==> config.mk <==
export PLATFORM = sky130hd
export DESIGN_NAME = inst_rom_fetch
export DESIGN_NICKNAME = d
export VERILOG_FILES = /design/src/rtl/inst_rom_fetch.sv
export SDC_FILE = /design/constraint.sdc
export NUM_CORES = 1
export LEC_CHECK = 0
export CORE_ASPECT_RATIO = 0.75
export CORE_MARGIN = 2
export CORE_UTILIZATION = 37
export CTS_BUF_LIST = sky130_fd_sc_hd__clkbuf_4
export DETAILED_ROUTE_END_ITERATION = 10
export SLEW_MARGIN = 20
export SYNTH_ARGS = -nofsm -noshare
export SYNTH_HDL_FRONTEND = slang
export SYNTH_SLANG_ARGS = --single-unit
==> constraint.sdc <==
create_clock -name clk_i -period 3.27 [get_ports clk_i]
set_clock_uncertainty 0.15 [all_clocks]
set_input_delay 0.654 -clock clk_i [delete_from_list [all_inputs] [get_ports clk_i]]
set_output_delay 0.654 -clock clk_i [all_outputs]
set_load 0.1 [all_outputs]
==> src/rtl/inst_rom_fetch.sv <==
// Instruction ROM fetch unit. A read-only table is looked up combinationally
// and the result is written into a 2-entry in-order response buffer.
module inst_rom_fetch #(
  parameter int                 ADDR_W = 7,
  parameter int                 DATA_W = 8,
  parameter int                 DEPTH  = 128,
  parameter logic [DATA_W-1:0]  FILL   = '1,
  parameter int                 CNT_W  = 16
) (
  input  logic              clk_i,
  input  logic              rst_ni,
  input  logic              flush_i,
  input  logic              req_valid_i,
  output logic              req_ready_o,
  input  logic [ADDR_W-1:0] req_addr_i,
  output logic              rsp_valid_o,
  input  logic              rsp_ready_i,
  output logic [DATA_W-1:0] rsp_data_o,
  output logic              rsp_err_o,
  output logic [CNT_W-1:0]  fetch_cnt_o
);

  localparam int ROM_N = 1 << ADDR_W;

  // The table spans the whole address space so the lookup needs no range
  // guard; unpopulated slots carry FILL and the error flag.
  logic [DATA_W-1:0] rom_data [ROM_N];
  logic [ROM_N-1:0]  rom_err;

  for (genvar gi = 0; gi < ROM_N; gi++) begin : g_rom
    if (gi < DEPTH) begin : g_pop
      assign rom_data[gi] = DATA_W'(gi);
      assign rom_err[gi]  = 1'b0;
    end else begin : g_fill
      assign rom_data[gi] = FILL;
      assign rom_err[gi]  = 1'b1;
    end
  end

  logic [DATA_W-1:0] fetch_data;
  logic              fetch_err;

  assign fetch_data = rom_data[req_addr_i];
  assign fetch_err  = rom_err[req_addr_i];

  // Response buffer state
  logic [DATA_W-1:0] buf_data_q [2];
  logic [1:0]        buf_err_q;
  logic              wr_ptr_q, wr_ptr_d;
  logic              rd_ptr_q, rd_ptr_d;
  logic [1:0]        occ_q, occ_d;
  logic [CNT_W-1:0]  cnt_q, cnt_d;
  logic              push, pop;

  always_comb begin
    req_ready_o = (occ_q != 2'd2) && !flush_i;
    push        = req_valid_i && req_ready_o;
    pop         = (occ_q != 2'd0) && rsp_ready_i;
    wr_ptr_d    = wr_ptr_q;
    rd_ptr_d    = rd_ptr_q;
    occ_d       = occ_q;
    cnt_d       = cnt_q;

    if (flush_i) begin
      occ_d    = 2'd0;
      wr_ptr_d = 1'b0;
      rd_ptr_d = 1'b0;
    end else begin
      if (push) wr_ptr_d = ~wr_ptr_q;
      if (pop)  rd_ptr_d = ~rd_ptr_q;
      if (push && !pop)      occ_d = occ_q + 2'd1;
      else if (pop && !push) occ_d = occ_q - 2'd1;
    end

    // Saturating count of accepted requests; flush leaves it alone.
    if (push && (cnt_q != {CNT_W{1'b1}})) cnt_d = cnt_q + 1'b1;
  end

  always_ff @(posedge clk_i) begin
    if (!rst_ni) begin
      occ_q    <= 2'd0;
      wr_ptr_q <= 1'b0;
      rd_ptr_q <= 1'b0;
      cnt_q    <= '0;
    end else begin
      occ_q    <= occ_d;
      wr_ptr_q <= wr_ptr_d;
      rd_ptr_q <= rd_ptr_d;
      cnt_q    <= cnt_d;
    end
  end

  // Payload storage needs no reset: outputs are masked while the buffer is empty.
  always_ff @(posedge clk_i) begin
    if (push) begin
      buf_data_q[wr_ptr_q] <= fetch_data;
      buf_err_q[wr_ptr_q]  <= fetch_err;
    end
  end

  always_comb begin
    rsp_valid_o = (occ_q != 2'd0);
    rsp_data_o  = rsp_valid_o ? buf_data_q[rd_ptr_q] : '0;
    rsp_err_o   = rsp_valid_o ? buf_err_q[rd_ptr_q]  : 1'b0;
  end

  assign fetch_cnt_o = cnt_q;

endmodule

Yosys cells after proc, flatten, opt, wreduce, memory -nomap -nowiden
Memories as Yosys holds them, arrays and structs flattened. A register that Yosys moved wholly into a read port is not among the register bits.
Cells that the tools add are included.
{"block": "classes", "add_sub_neg": 3, "multipliers": 0, "div_mod_pow": 0, "n_lt_le_gt_ge": 5, "n_eq_ne": 2, "n_shift": 0, "mux": 16, "bitwise_logic": 4, "reduce_logical": 13}
{"op": "$mux 8", "n": 3}
{"op": "$add 16x1->16 const B", "n": 1}
{"op": "$ne 16x16->1 const B", "n": 1}
{"op": "$mux 1", "n": 9}
{"op": "$ge 8x8->1 const B", "n": 1}
{"op": "$lt 7x8->1 const B", "n": 1}
{"op": "$not 7->8", "n": 1}
{"op": "$logic_and 1x1->1", "n": 7}
{"op": "$lt 1x2->1 const B", "n": 2}
{"op": "$mux 2", "n": 2}
{"op": "$reduce_bool 2->1", "n": 2}
{"op": "$logic_not 1->1", "n": 3}
{"op": "$not 1->1", "n": 3}
{"op": "$add 2x1->2 const B", "n": 1}
{"op": "$bwmux 2", "n": 1}
{"op": "$ne 2x2->1 const B", "n": 1}
{"op": "$reduce_or 2->1", "n": 1}
{"op": "$sub 2x1->2 const B", "n": 1}
{"op": "$demux 1 s1", "n": 1}
{"op": "$ge 1x1->1 const B", "n": 1}
{"block": "word_totals", "regBits": 22, "latchBits": 0, "mem_bits_rw": 16, "rom_bits": 1152, "input_bits": 12, "out_inout_bits": 27, "elab_cells": 51, "memories": 3}
{"memory": "(name not given)", "depth": 128, "word_bits": 8, "read_ports": 1, "rd_clocked_by_memory_dff": 0, "write_ports": 0, "line": "43", "text": "assign fetch_data = rom_data[req_addr_i];"}
{"memory": "(name not given)", "depth": 128, "word_bits": 1, "read_ports": 1, "rd_clocked_by_memory_dff": 0, "write_ports": 0, "line": "44", "text": "assign fetch_err = rom_err[req_addr_i];"}
{"memory": "buf_data_q", "depth": 2, "word_bits": 8, "read_ports": 1, "rd_clocked_by_memory_dff": 1, "write_ports": 1, "line": "47", "text": "logic [DATA_W-1:0] buf_data_q [2];"}

Depth between registers and ports, before layout
Gate-level depths: netlist of the first run.
{"block": "depth", "depth_word": 7, "depth_mapped": 7, "depth_no_buf": 7}

Worst setup path after synthesis of the first run
No wires, ideal clock.
{"block": "synth_timing", "path_kind": "register -> output", "startpoint": "reg with a tool-made name", "endpoint": "out rsp_data_o[0]", "t_arrival_ps": 2000, "slack_ps": 466, "path_stages_with_launch": 4, "path_buffers": 1, "path_cell_list": "dfxtp_1 -> clkbuf_1 -> mux2i_1 -> nor2_1"}
{"item": "end, declared", "line": "18", "text": "output logic [DATA_W-1:0] rsp_data_o,"}

Worst setup path in the final report of the first run
{"block": "layout_timing", "startpoint": "in flush_i", "endpoint": "reg occ_q[1]"}
{"block": "layout_via", "elab_chain_len": 6, "word_cells_on_any_way": 9}
{"item": "start, declared", "line": "12", "text": "input logic flush_i,"}
{"item": "$logic_not 1->1 (*)", "line": "56", "text": "req_ready_o = (occ_q != 2'd2) && !flush_i;"}
{"item": "$logic_and 1x1->1 (*)", "line": "56"}
{"item": "$logic_and 1x1->1 (*)", "line": "57", "text": "push = req_valid_i && req_ready_o;"}
{"item": "net push", "line": "53", "text": "logic push, pop;"}
{"item": "$logic_not 1->1", "line": "72", "text": "else if (pop && !push) occ_d = occ_q - 2'd1;"}
{"item": "$logic_and 1x1->1", "line": "72"}
{"item": "$reduce_bool 2->1 (no line)"}
{"item": "end signal, assigned", "line": "81", "text": "occ_q <= 2'd0;"}
{"item": "end signal, assigned", "line": "86", "text": "occ_q <= occ_d;"}
{"item": "end, declared", "line": "51", "text": "logic [1:0] occ_q, occ_d;"}
Mark *: on every way through the listed nets, which the timed path passes. The rest lies on a longest branch.
A chain may end at the register's enable or synchronous reset.

==> results of run 1 <==
-- how the worst min path moves through the flow --
stage | startpoint | end | slack, ps | cells past startpoint
after floorplan | occ_q[1] | occ_q[1] | 330 | 2
after global placement | fetch_cnt_o[15] | fetch_cnt_o[15] | 320 | 2
after detailed placement | fetch_cnt_o[13] | fetch_cnt_o[13] | 350 | 2
after CTS | fetch_cnt_o[13] | fetch_cnt_o[13] | 370 | 2
after global routing | fetch_cnt_o[13] | fetch_cnt_o[13] | 410 | 2
final | fetch_cnt_o[15] | fetch_cnt_o[15] | 360 | 2
-- tightest hold or removal path, delay by kind of cell, from the launching register on --
family | cells | cell delay (ps)
AND/OR/NAND/NOR | 1 | 60
multiplexers | 1 | 60
flip-flops | 1 | 350
-- layout make-up --
class	instances	share of cell area
tap	55	0.0336
inverter	5	0.00916
timing repair buffer	38	0.153
sequential	37	0.440
clock inverter	3	0.00611
clock buffer	5	0.0183
multi-input combinational	109	0.340
-- power groups by stage --
stage               Clock, mW  Sequential (mW)  Combinational (mW)
floorplan                   0            0.521               0.103
global placement            0            0.510               0.151
detailed placement          0            0.511               0.153
CTS                     0.231            0.501               0.154
global route            0.249            0.502               0.161
finish                  0.221            0.500               0.153
-- routing by layer --
layer / GRT usage / wire (um) / up-vias
met5: 0 / 0 / -
met4: 0.0291 / 13 / 0
met3: 0.0491 / 205 / 2
met2: 0.211 / 1470 / 39
met1: 0.207 / 1700 / 574
li1: - / - / 627
-- cell usage in the layout, fill, tap and decap left out, types with 2 or more instances in the layout --
master	Yosys	final
sky130_fd_sc_hd__and3_1	3	3
sky130_fd_sc_hd__xor2_1	5	5
sky130_fd_sc_hd__nand2_1	13	13
sky130_fd_sc_hd__nor3_1	2	2
sky130_fd_sc_hd__mux2i_1	14	14
sky130_fd_sc_hd__nor2_1	25	25
sky130_fd_sc_hd__nor2b_1	2	2
sky130_fd_sc_hd__a21oi_1	3	3
sky130_fd_sc_hd__clkinv_1	1	2
sky130_fd_sc_hd__xnor2_1	4	4
sky130_fd_sc_hd__nand2b_1	4	4
sky130_fd_sc_hd__clkbuf_4	0	5
sky130_fd_sc_hd__nand4_1	3	3
sky130_fd_sc_hd__nand3_1	6	6
sky130_fd_sc_hd__nand4b_1	2	2
sky130_fd_sc_hd__o21ai_0	4	4
sky130_fd_sc_hd__inv_1	4	4
sky130_fd_sc_hd__dfxtp_1	21	21
sky130_fd_sc_hd__a31oi_1	3	3
sky130_fd_sc_hd__buf_4	1	27
sky130_fd_sc_hd__clkdlybuf4s50_1	0	11
sky130_fd_sc_hd__edfxtp_1	16	16
sky130_fd_sc_hd__nor3b_2	2	2
sky130_fd_sc_hd__ha_1	2	2
-- registers in the layout, summed over array words and instances, names as in the netlist, named ones only --
signal       flops
buf_err_q        2
occ_q            2
rd_ptr_q         1
wr_ptr_q         1
buf_data_q      14
fetch_cnt_o     16
-- cell families after synthesis --
family | Yosys count | synth area share
and+or+nand+nor | 71 | 0.229
DFF | 37 | 0.547
muxes | 14 | 0.0850
AOI/OAI and AO/OA | 12 | 0.0440
xor gates and xnor gates | 9 | 0.0478
buffers and inverters | 9 | 0.0304
adders and majority gates | 2 | 0.0152
other | 1 | 0.00228
==> impl_summary.log, run 1 <==
[metrics] cell count after placement: 244
[metrics] number of placed I/O pins: 39
[metrics] leakage power: just over 0.8 nW
[metrics] pin slew with the least headroom to its limit: roughly 850 ps
[metrics] Switching Fraction: 0.299
[metrics] Detailed Place HPWL: 2.54 mm
[metrics] area share of the leading cell type in the synthesized netlist: 0.292
[metrics] relative max-transition margin: 0.430
[metrics] total congestion overflow after global routing: 0
[metrics] Internal Dissipation: 612 uW
[metrics] count of port buffers added during placement: 37
[metrics] final worst hold slack: 363 ps
[metrics] highest achievable clock rate: around 420 MHz
[metrics] pre-CTS WS: 574 ps
[metrics] area occupied by registers: 901 sq um
[metrics] EDFF count, synth: 16
[metrics] cells taking the most area after synthesis: sky130_fd_sc_hd__edfxtp_1 29%, sky130_fd_sc_hd__dfxtp_1 26%, sky130_fd_sc_hd__mux2i_1 8.5%
[metrics] total cell area at the placement stage: 0.00200 sq mm
[metrics] Max rail drop VDD: 0.231 mV
[metrics] H-Tree Depth: 2
[metrics] total via count after detailed routing: 1,242
[metrics] final design utilization: 0.493
[metrics] number of pins exceeding their max-slew limit in the final report: 0
[metrics] largest stage delay on the critical path: 500 ps
[metrics] area of the multi-input gates: around 700 sq um
[metrics] Final Hold Fails: 0
[metrics] filler cell count in the final layout: between 400 and 500
[metrics] cell type contributing the most total cell area after synthesis: sky130_fd_sc_hd__edfxtp_1
[metrics] Post-Syn Area per Cell: 10.6 sq um
[metrics] largest delay contributor family on the critical path: simple AND/OR/NAND/NOR gates
[metrics] WP data arrival: 2480 ps
[metrics] area of the placeable core: 0.00415 sq mm
[metrics] Setup crit end kind: register
[metrics] reg2reg setup slack: 1100 ps
[metrics] final estimated routing congestion in global placement: 0.793
[metrics] initial antenna violation count: 0
[metrics] count of cells resized by post-cts repair: 0
[metrics] Reg clk slew, reported paths: approximately 120 ps
[metrics] critical-path cell list: clkdlybuf4s50_1, and2b_1, nand2_1, clkinv_1, ha_1, or3_1, a21oi_1
[metrics] fraction of registers with async set/reset: 0
[metrics] Layout Cells excl Fill: 252
[metrics] vias in the first global route: roughly 1,100
[metrics] Sink Count: 37
[metrics] Area Overhead vs Synth: 24.3%
[metrics] critical path's slowest cell: sky130_fd_sc_hd__clkdlybuf4s50_1
[metrics] type of the setup path with the least slack: in -> reg
[metrics] cell depth of the worst setup path: 7
[metrics] number of antenna repair diodes: 0
[metrics] number of nets at the end of the flow: 210
[metrics] reg2reg path depth: 5
[metrics] pwr dens: 427 mW/mm^2
[metrics] clock latency at the later pin of the worst-skew pair: 330 ps
[metrics] minimum setup slack in the final design: 899 ps
[metrics] fraction of final layout cells with drive strength greater than 1: 0.198
[metrics] setup repair after global routing missed its margin: false
[metrics] detailed-routing iteration count for the pre-antenna-repair pass: 4
[metrics] final instance area: a little over 0.002 sq mm
[metrics] Comb power frac: 0.175
[metrics] startpoint class of the critical path: input pin
[metrics] most used flip-flop cell after synthesis: sky130_fd_sc_hd__dfxtp_1
[metrics] final setup violating endpoints: 0
[metrics] cells after synthesis: 155
[metrics] class of the tightest hold or removal check: reg -> reg
[metrics] Post-Synthesis Cell Area: 0.00165 sq mm
[metrics] timing startpoint of the critical path: flush_i
[metrics] root buffer cell: sky130_fd_sc_hd__clkbuf_4
[metrics] cell with the most instances after synthesis: sky130_fd_sc_hd__nor2_1
[metrics] full die area: 0.00501 sq mm
[metrics] setup total negative slack: 0 ps
[metrics] CTS tree: built
[metrics] Routed Wire Length: 3.38 mm
[metrics] CTS Buf Count: 5
[metrics] biggest fanout along the worst timing path: 5
[metrics] share of total power in sequential cells: 0.573
[metrics] sequential cell area fraction in the yosys report: 0.547
[metrics] Net Switching: 262 uW
[metrics] via density per instance: 4.93
[metrics] hold_buf cts: 0
[metrics] result of the run: finished clean
[metrics] count of different cell masters after synthesis: 37
[metrics] Worst Path Required: 3380 ps
[metrics] end of the worst register-to-register path: fetch_cnt_o[1]
[metrics] share of the clock period used by the worst path after layout: 0.725
[metrics] effective utilization at floorplan: 0.397
[metrics] global-route wire length before repair: 5.36 mm
[metrics] setup fix buffers added after clock tree synthesis: 0
[metrics] global-route usage over all layers: 0.144
[metrics] remaining design rule violation count: 0
[metrics] buffers and inverters on the worst path: 2
[metrics] DR iter-0 viols: around 130
[metrics] Critical path destination: occ_q[1]
[metrics] die outline height: 61.8 um
[metrics] most instantiated cells after synthesis: 25 x sky130_fd_sc_hd__nor2_1, 21 x sky130_fd_sc_hd__dfxtp_1, 16 x sky130_fd_sc_hd__edfxtp_1
[metrics] R2R Path Start: fetch_cnt_o[10]
[metrics] Tot Pwr: 874 uW
[metrics] post-layout minimum cycle time: 2370 ps
[metrics] routed len/inst: roughly 13 um
[metrics] maximum number of pins on one net before global-route repair: 15
[metrics] relative contribution of the clock network to total power: 0.253
[metrics] number of buffers between clock root and the deepest sink: 2
[metrics] number of nets still failing antenna checks after routing: 0
[metrics] Max-cap violations: 0
[metrics] count of yosys warnings during synthesis: 0
[metrics] site row count: 20
[metrics] net count of the mapped netlist: about 170
[metrics] Seq cells post-synth: 37
[metrics] horizontal die dimension: 81.1 um
(Power assumes the default switching activity.)
==> run 2, diff against run 1 <==
==> constraint.sdc (replaced) <==
create_clock -name clk_i -period 2.05 [get_ports clk_i]
set_clock_uncertainty 0.15 [all_clocks]
set_input_delay 0.41 -clock clk_i [delete_from_list [all_inputs] [get_ports clk_i]]
set_output_delay 0.41 -clock clk_i [all_outputs]
set_load 0.1 [all_outputs]
==> impl_summary.log, run 2 (synthesized netlist as in run 1, its figures left out) <==
[metrics] result of the run: finished clean
[metrics] Routed Wire Length: 3.64 mm (+7.7%)
[metrics] number of placed I/O pins: 39 (unchanged)
[metrics] leakage power: 0.957 nW (+17%)
[metrics] Detailed Place HPWL: 2.76 mm (+8.5%)
[metrics] WP data arrival: 1390 ps (-1090 ps)
[metrics] Area Overhead vs Synth: 55.3%
[metrics] number of nets still failing antenna checks after routing: 0 (unchanged)
[metrics] total via count after detailed routing: 1,312 (+5.6%)
[metrics] Comb power frac: 0.195 (+0.020)
[metrics] share of the clock period used by the worst path after layout: 0.953
[metrics] number of pins exceeding their max-slew limit in the final report: 0 (unchanged)
[metrics] pre-CTS WS: -334 ps (-908 ps)
[metrics] met3 track utilization from global routing: 0.0506 (+0.00145)
[metrics] biggest fanout along the worst timing path: 8 (+3)
[metrics] filler cell count in the final layout: 350 (-13%)
[metrics] full die area: 0.00501 sq mm (unchanged)
[metrics] area of the placeable core: 0.00415 sq mm (unchanged)
[metrics] site row count: 20 (unchanged)
[metrics] hold_buf cts: 0 (unchanged)
[metrics] root buffer cell: sky130_fd_sc_hd__clkbuf_4
[metrics] share of total power in sequential cells: 0.493 (-0.080)
[metrics] Max rail drop VDD: 0.412 mV (+78%)
[metrics] vias in the first global route: 1,338 (+18%)
[metrics] setup total negative slack: 0 ps (unchanged)
[metrics] Worst Path Required: 1490 ps (-1890 ps)
[metrics] critical-path cell list: nor2_4, buf_4, nor2_2, buf_12
[metrics] grt met2 use: 0.263 (+0.0519)
[metrics] final design utilization: 0.616 (+0.123)
[metrics] class of the tightest hold or removal check: reg -> reg
[metrics] maximum number of pins on one net before global-route repair: 12 (-3)
[metrics] largest delay contributor family on the critical path: flip-flops
[metrics] CTS tree: built
[metrics] number of nets at the end of the flow: 219 (+4.3%)
[metrics] remaining design rule violation count: 0 (unchanged)
[metrics] horizontal die dimension: 81.1 um (unchanged)
[metrics] Max-cap violations: 0 (unchanged)
[metrics] largest stage delay on the critical path: 450 ps (-50 ps)
[metrics] DR iter-0 viols: 58 (-56%)
[metrics] global-route usage over all layers: 0.168 (+0.0241)
[metrics] critical path's slowest cell: sky130_fd_sc_hd__dfxtp_1
[metrics] count of port buffers added during placement: 37 (unchanged)
[metrics] fraction of final layout cells with drive strength greater than 1: 0.388 (+0.190)
[metrics] total congestion overflow after global routing: 0 (unchanged)
[metrics] Internal Dissipation: 1.17 mW (+91%)
[metrics] initial antenna violation count: 0 (unchanged)
[metrics] met1 routing resource usage after global routing: 0.215 (+0.00862)
[metrics] most frequent cells in the layout: 27 x sky130_fd_sc_hd__buf_12, 16 x sky130_fd_sc_hd__dfxtp_2, 16 x sky130_fd_sc_hd__edfxtp_1
[metrics] global-route wire length before repair: 6.17 mm (+15%)
[metrics] H-Tree Depth: 2 (unchanged)
[metrics] die outline height: 61.8 um (unchanged)
[metrics] final instance area: 0.00256 sq mm (+25%)
[metrics] number of buffers between clock root and the deepest sink: 2 (unchanged)
[metrics] Setup crit end kind: output port
[metrics] setup repair after global routing missed its margin: false
[metrics] layer carrying the most global-route usage: met2
[metrics] buffers and inverters on the worst path: 2 (unchanged)
[metrics] final estimated routing congestion in global placement: 0.838 (+5.7%)
[metrics] number of antenna repair diodes: 0 (unchanged)
[metrics] CTS Buf Count: 5 (unchanged)
[metrics] type of the setup path with the least slack: reg -> out
[metrics] effective utilization at floorplan: 0.397 (unchanged)
[metrics] max FFs per register: 16 (unchanged)
[metrics] relative contribution of the clock network to total power: 0.312 (+0.059)
[metrics] via density per instance: 5.03 (+2.0%)
[metrics] Final Hold Fails: 0 (unchanged)
[metrics] area of the multi-input gates: 742 sq um (+6.5%)
[metrics] routed len/inst: 14.0 um (+3.9%)
[metrics] pwr dens: 634 mW/mm^2 (+49%)
[metrics] Sink Count: 37 (unchanged)
[metrics] highest achievable clock rate: 512 MHz
[metrics] Switching Fraction: 0.278 (-0.0213)
[metrics] total cell area at the placement stage: 0.00248 sq mm (+24%)
[metrics] final setup violating endpoints: 0 (unchanged)
[metrics] Net Switching: 451 uW (+73%)
[metrics] clock latency at the later pin of the worst-skew pair: 340 ps (about the same)
[metrics] minimum setup slack in the final design: 96.3 ps (-803 ps)
[metrics] area occupied by registers: 928 sq um (+3.1%)
[metrics] post-layout minimum cycle time: 1950 ps
[metrics] leading cell type in the layout, fill and taps excluded: sky130_fd_sc_hd__buf_12
[metrics] startpoint class of the critical path: register
[metrics] Tot Pwr: 1.62 mW (+86%)
[metrics] Reg clk slew, reported paths: 120 ps (about the same)
[metrics] detailed-routing iteration count for the pre-antenna-repair pass: 4 (unchanged)
-- run 2: cell count changes in the layout (fill, tap and decap cells not counted), sizes merged --
cell	previous run	this run
buf	27	36
bufinv	0	1
clkbuf	5	6
clkinv	3	1
clkinvlp	0	1
inv	5	4
-- run 2: power by group through the flow --
stage | Combinational, mW | Sequential (mW) | Clock (mW)
floorplan | 0.177 | 0.832 | 0
global placement | 0.310 | 0.816 | 0
detailed placement | 0.317 | 0.817 | 0
CTS | 0.318 | 0.801 | 0.519
global route | 0.331 | 0.803 | 0.546
finish | 0.316 | 0.801 | 0.507
-- run 2: metal layers --
layer / part of all wire / wire (um)
met1: 0.47 / 1700
met2: 0.46 / 1660
met3: 0.057 / 208
met4: 0.020 / 74
met5: 0 / 0
-- run 2: final cells by class --
cell class | instances | share of cell area
clock buffer | 6 | 0.0176
multi-input combinational | 109 | 0.290
inverter | 5 | 0.00880
sequential | 37 | 0.363
tap | 55 | 0.0269
clock inverter | 2 | 0.0132
timing repair buffer | 47 | 0.281
-- run 2: worst register-to-register path: stages, from the launching register on --
cell	delay, ps
sky130_fd_sc_hd__dfxtp_4	400
sky130_fd_sc_hd__ha_1	200
sky130_fd_sc_hd__nand3_1	140
sky130_fd_sc_hd__nor4_1	250
sky130_fd_sc_hd__and4b_1	310
sky130_fd_sc_hd__buf_4	160
sky130_fd_sc_hd__xnor2_1	120
sky130_fd_sc_hd__nor2_1	50
-- run 2: through the flow --
step,instances,hold WS [ps]
detailed placement,253,337
global route,261,389
finish,261,349
global placement,253,332
floorplan,155,359
CTS,261,353
-- run 2: worst paths after layout --
kind | from | slack, ps | cells past startpoint | end
hold reg to reg | fetch_cnt_o[15] | 350 | 2 | fetch_cnt_o[15]
setup / recovery | occ_q[1] | 100 | 4 | rsp_data_o[5]
hold / removal | fetch_cnt_o[15] | 350 | 2 | fetch_cnt_o[15]
setup reg to reg | fetch_cnt_o[0] | 150 | 7 | fetch_cnt_o[7]
-- run 2: repair_timing --
| action | CTS | global route |
|---|---|---|
| endpoints found under the hold margin | 0 | 0 |
| endpoints found under the setup margin | 7 | 1 |
| setup buffers | 0 | 0 |
| gates resized for setup | 1 | 1 |
